==> src/rtl/trdb_pkg.sv <==
// trdb_pkg: shared types for the trace-encoder packet logic.
//   format_e           - packet format (opt/ext, branch+diff, addr-only, sync)
//   f_sync_subformat_e - subformat of a sync packet
//   qual_status_e      - qualification status reported in support packets
//   branch_format()    - picks addr-only vs branch+diff from branch map state
package trdb_pkg;

    typedef enum logic [1:0] {
        F_OPT_EXT    = 2'd0,
        F_DIFF_DELTA = 2'd1,
        F_ADDR_ONLY  = 2'd2,
        F_SYNC       = 2'd3
    } format_e;

    typedef enum logic [1:0] {
        SF_START   = 2'd0,
        SF_TRAP    = 2'd1,
        SF_CONTEXT = 2'd2,
        SF_SUPPORT = 2'd3
    } f_sync_subformat_e;

    typedef enum logic [1:0] {
        NO_CHANGE  = 2'd0,
        ENDED_REP  = 2'd1,
        TRACE_LOST = 2'd2,
        ENDED_NTR  = 2'd3
    } qual_status_e;

    // With no branches pending there is nothing for a branch map to carry,
    // so an address-only packet suffices.
    function automatic format_e branch_format(input logic map_empty);
        return map_empty ? F_ADDR_ONLY : F_DIFF_DELTA;
    endfunction

endpackage

==> src/rtl/trdb_priority.sv <==
// trdb_priority: combinational packet-priority arbiter of the trace encoder.
// Decides per cycle whether a packet is emitted and with which format and
// subformat, plus the mux selects / resync-timer reset for the emitter.
//
// Ports:
//   clk_i, rst_ni               clock (unused, no state) / async active-low reset
//   valid_i                     slot holds a valid instruction
//   lc_*                        last-cycle event flags
//   tc_*                        this-cycle event flags
//   nc_*                        next-cycle event flags
//   valid_o                     packet requested
//   packet_format_o             format_e
//   packet_f_sync_subformat_o   f_sync_subformat_e (0 unless format is sync)
//   thaddr_o                    trap-packet thaddr bit
//   cause_mux_o, tval_mux_o     1 = last-cycle cause/tval
//   resync_timer_rst_o          clear resync counter
//   qual_status_o               qual_status_e
module trdb_priority
    import trdb_pkg::*;
(
    input  logic       clk_i,
    input  logic       rst_ni,
    input  logic       valid_i,
    input  logic       lc_exception_i,
    input  logic       lc_updiscon_i,
    input  logic       lc_final_qualified_i,
    input  logic       tc_qualified_i,
    input  logic       tc_retired_i,
    input  logic       tc_exception_i,
    input  logic       tc_first_qualified_i,
    input  logic       tc_privchange_i,
    input  logic       tc_context_change_i,
    input  logic       tc_gt_max_resync_i,
    input  logic       tc_et_max_resync_i,
    input  logic       tc_branch_map_empty_i,
    input  logic       tc_branch_map_full_i,
    input  logic       tc_enc_enabled_i,
    input  logic       tc_enc_disabled_i,
    input  logic       tc_opmode_change_i,
    input  logic       nc_exception_i,
    input  logic       nc_privchange_i,
    input  logic       nc_context_change_i,
    input  logic       nc_branch_map_empty_i,
    input  logic       nc_qualified_i,
    input  logic       nc_retired_i,
    output logic       valid_o,
    output logic [1:0] packet_format_o,
    output logic [1:0] packet_f_sync_subformat_o,
    output logic       thaddr_o,
    output logic       cause_mux_o,
    output logic       tval_mux_o,
    output logic       resync_timer_rst_o,
    output logic [1:0] qual_status_o
);

    format_e           format;
    f_sync_subformat_e subformat;
    qual_status_e      qual_status;
    logic              valid;
    logic              thaddr;
    logic              cause_mux;
    logic              tval_mux;
    logic              resync_rst;

    // Inputs with no effect on the decision; kept on the port list so the
    // block stays pin-compatible with the encoder pipeline.
    logic unused_inputs;
    assign unused_inputs = clk_i ^ tc_exception_i ^ nc_branch_map_empty_i;

    logic encoder_ctrl;
    logic qual_ended;
    logic qual_ret;
    logic start_needed;
    logic resync_overdue;
    logic nc_boundary;

    always_comb begin
        encoder_ctrl   = tc_enc_enabled_i | tc_enc_disabled_i | tc_opmode_change_i;
        qual_ended     = !tc_qualified_i && lc_final_qualified_i;
        qual_ret       = tc_qualified_i && tc_retired_i;
        start_needed   = tc_first_qualified_i | tc_privchange_i | tc_context_change_i |
                         (tc_et_max_resync_i & tc_branch_map_empty_i);
        resync_overdue = tc_gt_max_resync_i & !tc_branch_map_empty_i;
        // Next instruction is a trace boundary: flush what we have now.
        nc_boundary    = nc_exception_i | nc_privchange_i | nc_context_change_i |
                         !nc_qualified_i | !nc_retired_i;
    end

    always_comb begin
        valid       = 1'b0;
        format      = F_OPT_EXT;
        subformat   = SF_START;
        qual_status = NO_CHANGE;
        thaddr      = 1'b0;
        cause_mux   = 1'b0;
        tval_mux    = 1'b0;
        resync_rst  = 1'b0;

        if (valid_i) begin
            if (encoder_ctrl) begin
                valid       = 1'b1;
                format      = F_SYNC;
                subformat   = SF_SUPPORT;
                qual_status = tc_enc_disabled_i ? ENDED_NTR : NO_CHANGE;
            end else if (qual_ended) begin
                valid       = 1'b1;
                format      = F_SYNC;
                subformat   = SF_SUPPORT;
                qual_status = ENDED_REP;
            end else if (qual_ret) begin
                if (lc_exception_i) begin
                    valid      = 1'b1;
                    format     = F_SYNC;
                    subformat  = SF_TRAP;
                    cause_mux  = 1'b1;
                    tval_mux   = 1'b1;
                    // thaddr=0 signals the trap followed an uninferable jump
                    thaddr     = !lc_updiscon_i;
                    resync_rst = 1'b1;
                end else if (start_needed) begin
                    valid      = 1'b1;
                    format     = F_SYNC;
                    subformat  = SF_START;
                    resync_rst = 1'b1;
                end else if (lc_updiscon_i) begin
                    valid  = 1'b1;
                    format = branch_format(tc_branch_map_empty_i);
                end else if (resync_overdue) begin
                    valid      = 1'b1;
                    format     = F_DIFF_DELTA;
                    resync_rst = 1'b1;
                end else if (nc_boundary) begin
                    valid  = 1'b1;
                    format = branch_format(tc_branch_map_empty_i);
                end else if (tc_branch_map_full_i) begin
                    valid  = 1'b1;
                    format = F_DIFF_DELTA;
                end
            end
        end
    end

    // Reset gates the combinational result directly, so it acts without a clock.
    always_comb begin
        valid_o                   = '0;
        packet_format_o           = '0;
        packet_f_sync_subformat_o = '0;
        thaddr_o                  = '0;
        cause_mux_o               = '0;
        tval_mux_o                = '0;
        resync_timer_rst_o        = '0;
        qual_status_o             = '0;
        if (rst_ni) begin
            valid_o                   = valid;
            packet_format_o           = format;
            packet_f_sync_subformat_o = subformat;
            thaddr_o                  = thaddr;
            cause_mux_o               = cause_mux;
            tval_mux_o                = tval_mux;
            resync_timer_rst_o        = resync_rst;
            qual_status_o             = qual_status;
        end
    end

endmodule

==> config.mk <==
export PLATFORM = sky130hd
export DESIGN_NAME = trdb_priority
export DESIGN_NICKNAME = d
export VERILOG_FILES = /design/src/rtl/trdb_pkg.sv /design/src/rtl/trdb_priority.sv
export SDC_FILE = /design/constraint.sdc
export NUM_CORES = 1
export LEC_CHECK = 0
export ABC_CLOCK_PERIOD_IN_PS = 1050
export CAP_MARGIN = 20
export CORE_AREA = 4 4 41 43
export DETAILED_ROUTE_END_ITERATION = 16
export DIE_AREA = 0 0 45 47
export SLEW_MARGIN = 20
export SYNTH_ARGS = -nofsm -noshare
export SYNTH_HDL_FRONTEND = slang
export SYNTH_SLANG_ARGS = --single-unit
==> constraint.sdc <==
create_clock -name vclk -period 1.05
set_input_delay 0.105 -clock vclk [all_inputs]
set_output_delay 0.105 -clock vclk [all_outputs]
set_load 0.03 [all_outputs]
# Word-level counts from Yosys, hierarchy flattened
# Cells that the tools add are included.
dict set report word_totals {
  output_inout_bits 11
  regBits 0
  input_bits 25
}
dict set report classes {
  muxes 55
  bitwise 11
  reduce_logical 7
}
# op n
set op_table {}
lappend op_table {{2-bit 2-to-1 mux} 19}
lappend op_table {{1-bit 2-to-1 mux} 36}
lappend op_table {{1-bit OR} 9}
lappend op_table {{1-bit logical NOT} 5}
lappend op_table {{1-bit bitwise AND} 2}
lappend op_table {{1-bit logical AND} 2}

# Logic depth before layout (Yosys ltp)
dict set report logic_depth {
  ltp_word 14
  ltp_mapped 5
}

# Least setup slack after synthesis
# No wires, ideal clock.
dict set report synth_timing {
  path_type {input -> output}
  start {input port tc_opmode_change_i}
  end {output port thaddr_o}
  slack_ps -475
  n_path_buf 0
  stages 3
  t_required_ps 945
  arrival_time_ps 1420
  path_cell_list {or3_4 > or2_4 > nor3_1}
}
dict set report synth_between {
  elab_chain_cells 4
}
# item line
set synth_lines {}
lappend synth_lines {{start, declared} trdb_priority.sv:39} ;# input logic tc_opmode_change_i,
lappend synth_lines {{1-bit OR} trdb_priority.sv:78} ;# encoder_ctrl = tc_enc_enabled_i | tc_enc_disabled_i | tc_opmode_change_i;
lappend synth_lines {{1-bit 2-to-1 mux} trdb_priority.sv:100} ;# if (encoder_ctrl) begin
lappend synth_lines {{1-bit 2-to-1 mux} trdb_priority.sv:99} ;# if (valid_i) begin
lappend synth_lines {{1-bit 2-to-1 mux} trdb_priority.sv:153} ;# if (rst_ni) begin
lappend synth_lines {{end, declared} trdb_priority.sv:49} ;# output logic thaddr_o,
# Every way passes these cells.

# Worst setup path after layout
dict set report layout_timing {
  start {input port tc_enc_enabled_i}
  end {output port thaddr_o}
}
dict set report layout_between {
  elab_chain_cells 5
}
# item line
set layout_lines {}
lappend layout_lines {{start, declared} trdb_priority.sv:37} ;# input logic tc_enc_enabled_i,
lappend layout_lines {{1-bit OR (2 in a row)} trdb_priority.sv:78}
lappend layout_lines {{1-bit 2-to-1 mux} trdb_priority.sv:100}
lappend layout_lines {{1-bit 2-to-1 mux} trdb_priority.sv:99}
lappend layout_lines {{1-bit 2-to-1 mux} trdb_priority.sv:153}
# Every way passes these cells.

==> summary.md <==
| Metric | Value |
|---|---|
| Run status | complete, but fails checks |
| Failing checks | negative setup slack |
| Final setup violation count | 9 |
| Critical Path End Type | output pin |
| Row cnt | 13 |
| Max-slew headroom | 83.98% |
| Yosys warning count | 0 |
| DP Area | 668.1 sq um |
| TritonRoute pass-1 iters | 2 |
| Sequential fraction of the synthesis area | 0% |
| Crit path launch | tc_enc_enabled_i |
| Worst path most repeated cell | buf_6 |
| Cells after DPL | 96 |
| Final cycle utilization of the critical path | 128.5% |
| Layout cells sized above 1 | 75.86% |
| Die X-Extent | 45 um |
| Final #Nets | 114 |
| Distinct cells, synth | 19 |
| Vias in the first global route | 425 |
| CP top delay family | simple AND/OR/NAND/NOR gates |
| Routed WL | 1159 um |
| Maximum VDD drop | 169.2 uV |
| Antenna fix cells | 0 |
| Drt first-iter violations | 1 |
| Worst hold slack | 0.6236 ns |
| Post-route worst setup slack | -0.2992 ns |
| Sequential cell area | 0 sq um |
| Clkbuf count | 0 |
| Synth Area per Inst | 5.557 sq um |
| Worst Path Max Fanout | 3 |
| Starting density of the core | 14.52% |
| Die Height | 47 um |
| Final hold vios | 0 |
| F_max | 741.2 MHz |
| Initial antenna violation count | 0 |
| Startpoint types | primary input |
| Commonest non-fill, non-tap cells in the layout | buf_6, buf_4, dlygate4sd2_1 |
| Syn Nets | 59 |
| Final Max Tran Viols | 0 |
| Remaining DRCs | 0 |
| CORE AREA | 0.001301 sq mm |
| Critical path buffers and inverters | 3 |
| End of the critical path | thaddr_o |
| Per-cell routed wire length | 11.36 um |
| First-pass GRT wire length | 1621 um |
| Slowest CP cell | or3_4 |
| Global route overflow | 0 |
| Arrival time worst endpoint | 1.24 ns |
| Vias post-DR | 455 |
| Post-CTS Hold Buffers | 0 |
| Fin area | 845.8 sq um |
| RD Place Congestion | 0.6561 |
| Buffers on Ports | 33 |
| DRT antenna net count | 0 |
| Cell depth of the worst setup path | 6 |
| Crit path largest cell delay | 0.38 ns |
| Max-cap viol count | 0 |
| Detail Placement HPWL | 927.4 um |
| CP Cell Sequence | buf_6 -> or3_4 -> or2_4 -> buf_6 -> nor3_4 -> buf_6 |
| Most common cell after layout, fill and taps aside | buf_6 |
| Final std cells w/o fill | 102 |
| Seq_cells | 0 |
| Period minus WS final | 1.349 ns |
| Final TNS setup | -2.179 ns |
| Synth-to-Final Area Change | 347.7% |
| Worst Hold Class | primary input to output pin |
| Cell leakage power | 0.3834 nW |
| Largest net degree at the start of global routing | 6 |
| Number of vias per cell | 4.461 |
| Synthesized instance count | 34 |
| Worst-margin pin slew | 0.2384 ns |
| RSZ-0062 raised after global routing | true |
| Critical path class | primary input to output pin |
| Mapped cell area | 188.9 sq um |
| Gr usage total | 9.921% |
| IO Count | 36 |
| Worst Path Required | 0.94 ns |
| Die Footprint | 0.002115 sq mm |
| Cell Pwr Density | 330.6 mW/mm^2 |
## stage by stage
step	total power, mW	util (%)	worst slack, ns
CTS	0.2665	60.77	-0.3177
global placement	0.2392	51.35	-1.048
detailed placement	0.2416	51.35	-1.091
floorplan	0.07891	-	-0.1365
finish	0.2796	65.00	-0.2992
global route	0.2981	65.00	-0.3295
## area by class of cell
class / count / area [sq um]
repair buffers: 54 / 496.7
fillers: 121 / 455.4
multi-input cells: 32 / 326.6
well taps: 15 / 18.77
inverters: 1 / 3.754
## worst min-delay path, delay by kind of cell
| kind | cells | cell delay (ns) |
|---|---|---|
| AOI/OAI and AO/OA | 1 | 0.10 |
| buffers and inverters | 2 | 0.22 |
| and+or+nand+nor | 2 | 0.09 |
## synth_stat cells
library cell	number	area, sq um
a21oi_1	2	10.01
a32oi_1	1	8.760
and3_1	1	6.260
buf_4	1	7.510
inv_1	1	3.750
nand2_1	7	26.28
nand2b_1	1	6.260
nand3_2	1	10.01
nand3b_1	1	7.510
nand4_1	1	6.260
nand4b_1	1	8.760
nor2_1	7	26.28
nor2b_1	1	6.260
nor3_1	2	10.01
nor4_1	1	6.260
nor4b_1	1	8.760
o21ai_0	2	10.01
or2_4	1	8.760
or3_4	1	11.26
## logic make-up (layout without fill, tap and decap cells)
| kind of cell | after synthesis | in the layout | share of synthesized area (%) |
|---|---|---|---|
| buffers and inverters | 2 | 55 | 5.960 |
| AOI/OAI and AO/OA | 5 | 5 | 15.23 |
| and+or+nand+nor | 27 | 27 | 78.83 |
## power breakdown
part           internal (mW)  leakage, nW  switching, mW
Clock                      0            0              0
Combinational          0.156        0.383          0.124
Sequential                 0            0              0
## worst min-delay path by stage
stage / slack [ns] / from / end / cells after the start
4_1_cts: 0.66 / tc_branch_map_empty_i / packet_format_o[0] / 4
3_5_place_dp: 1.00 / lc_updiscon_i / thaddr_o / 4
5_1_grt: 0.68 / tc_enc_enabled_i / qual_status_o[0] / 5
3_3_place_gp: 0.99 / lc_updiscon_i / thaddr_o / 4
2_1_floorplan: 0.25 / lc_updiscon_i / thaddr_o / 1
6_report: 0.62 / tc_enc_enabled_i / qual_status_o[0] / 5
## per-layer routing
metal  vias up  global-route usage (%)  share of wire (%)
li1        230                       -                  -
met4         0                       0                  0
met1       201                   9.234                 34
met2        24                   22.60                 53
met3         0                   1.916                 12
met5         -                       0                  0
## repair_timing
item | 4_1_cts | 5_1_grt
buffers inserted | 5 | 1
endpoints found under the setup margin | 11 | 10
endpoints found under the hold margin | 0 | 0
pin swaps | 20 | 12
resized for setup | 112 | 16
No activity file was read; power rests on OpenSTA's default activity.
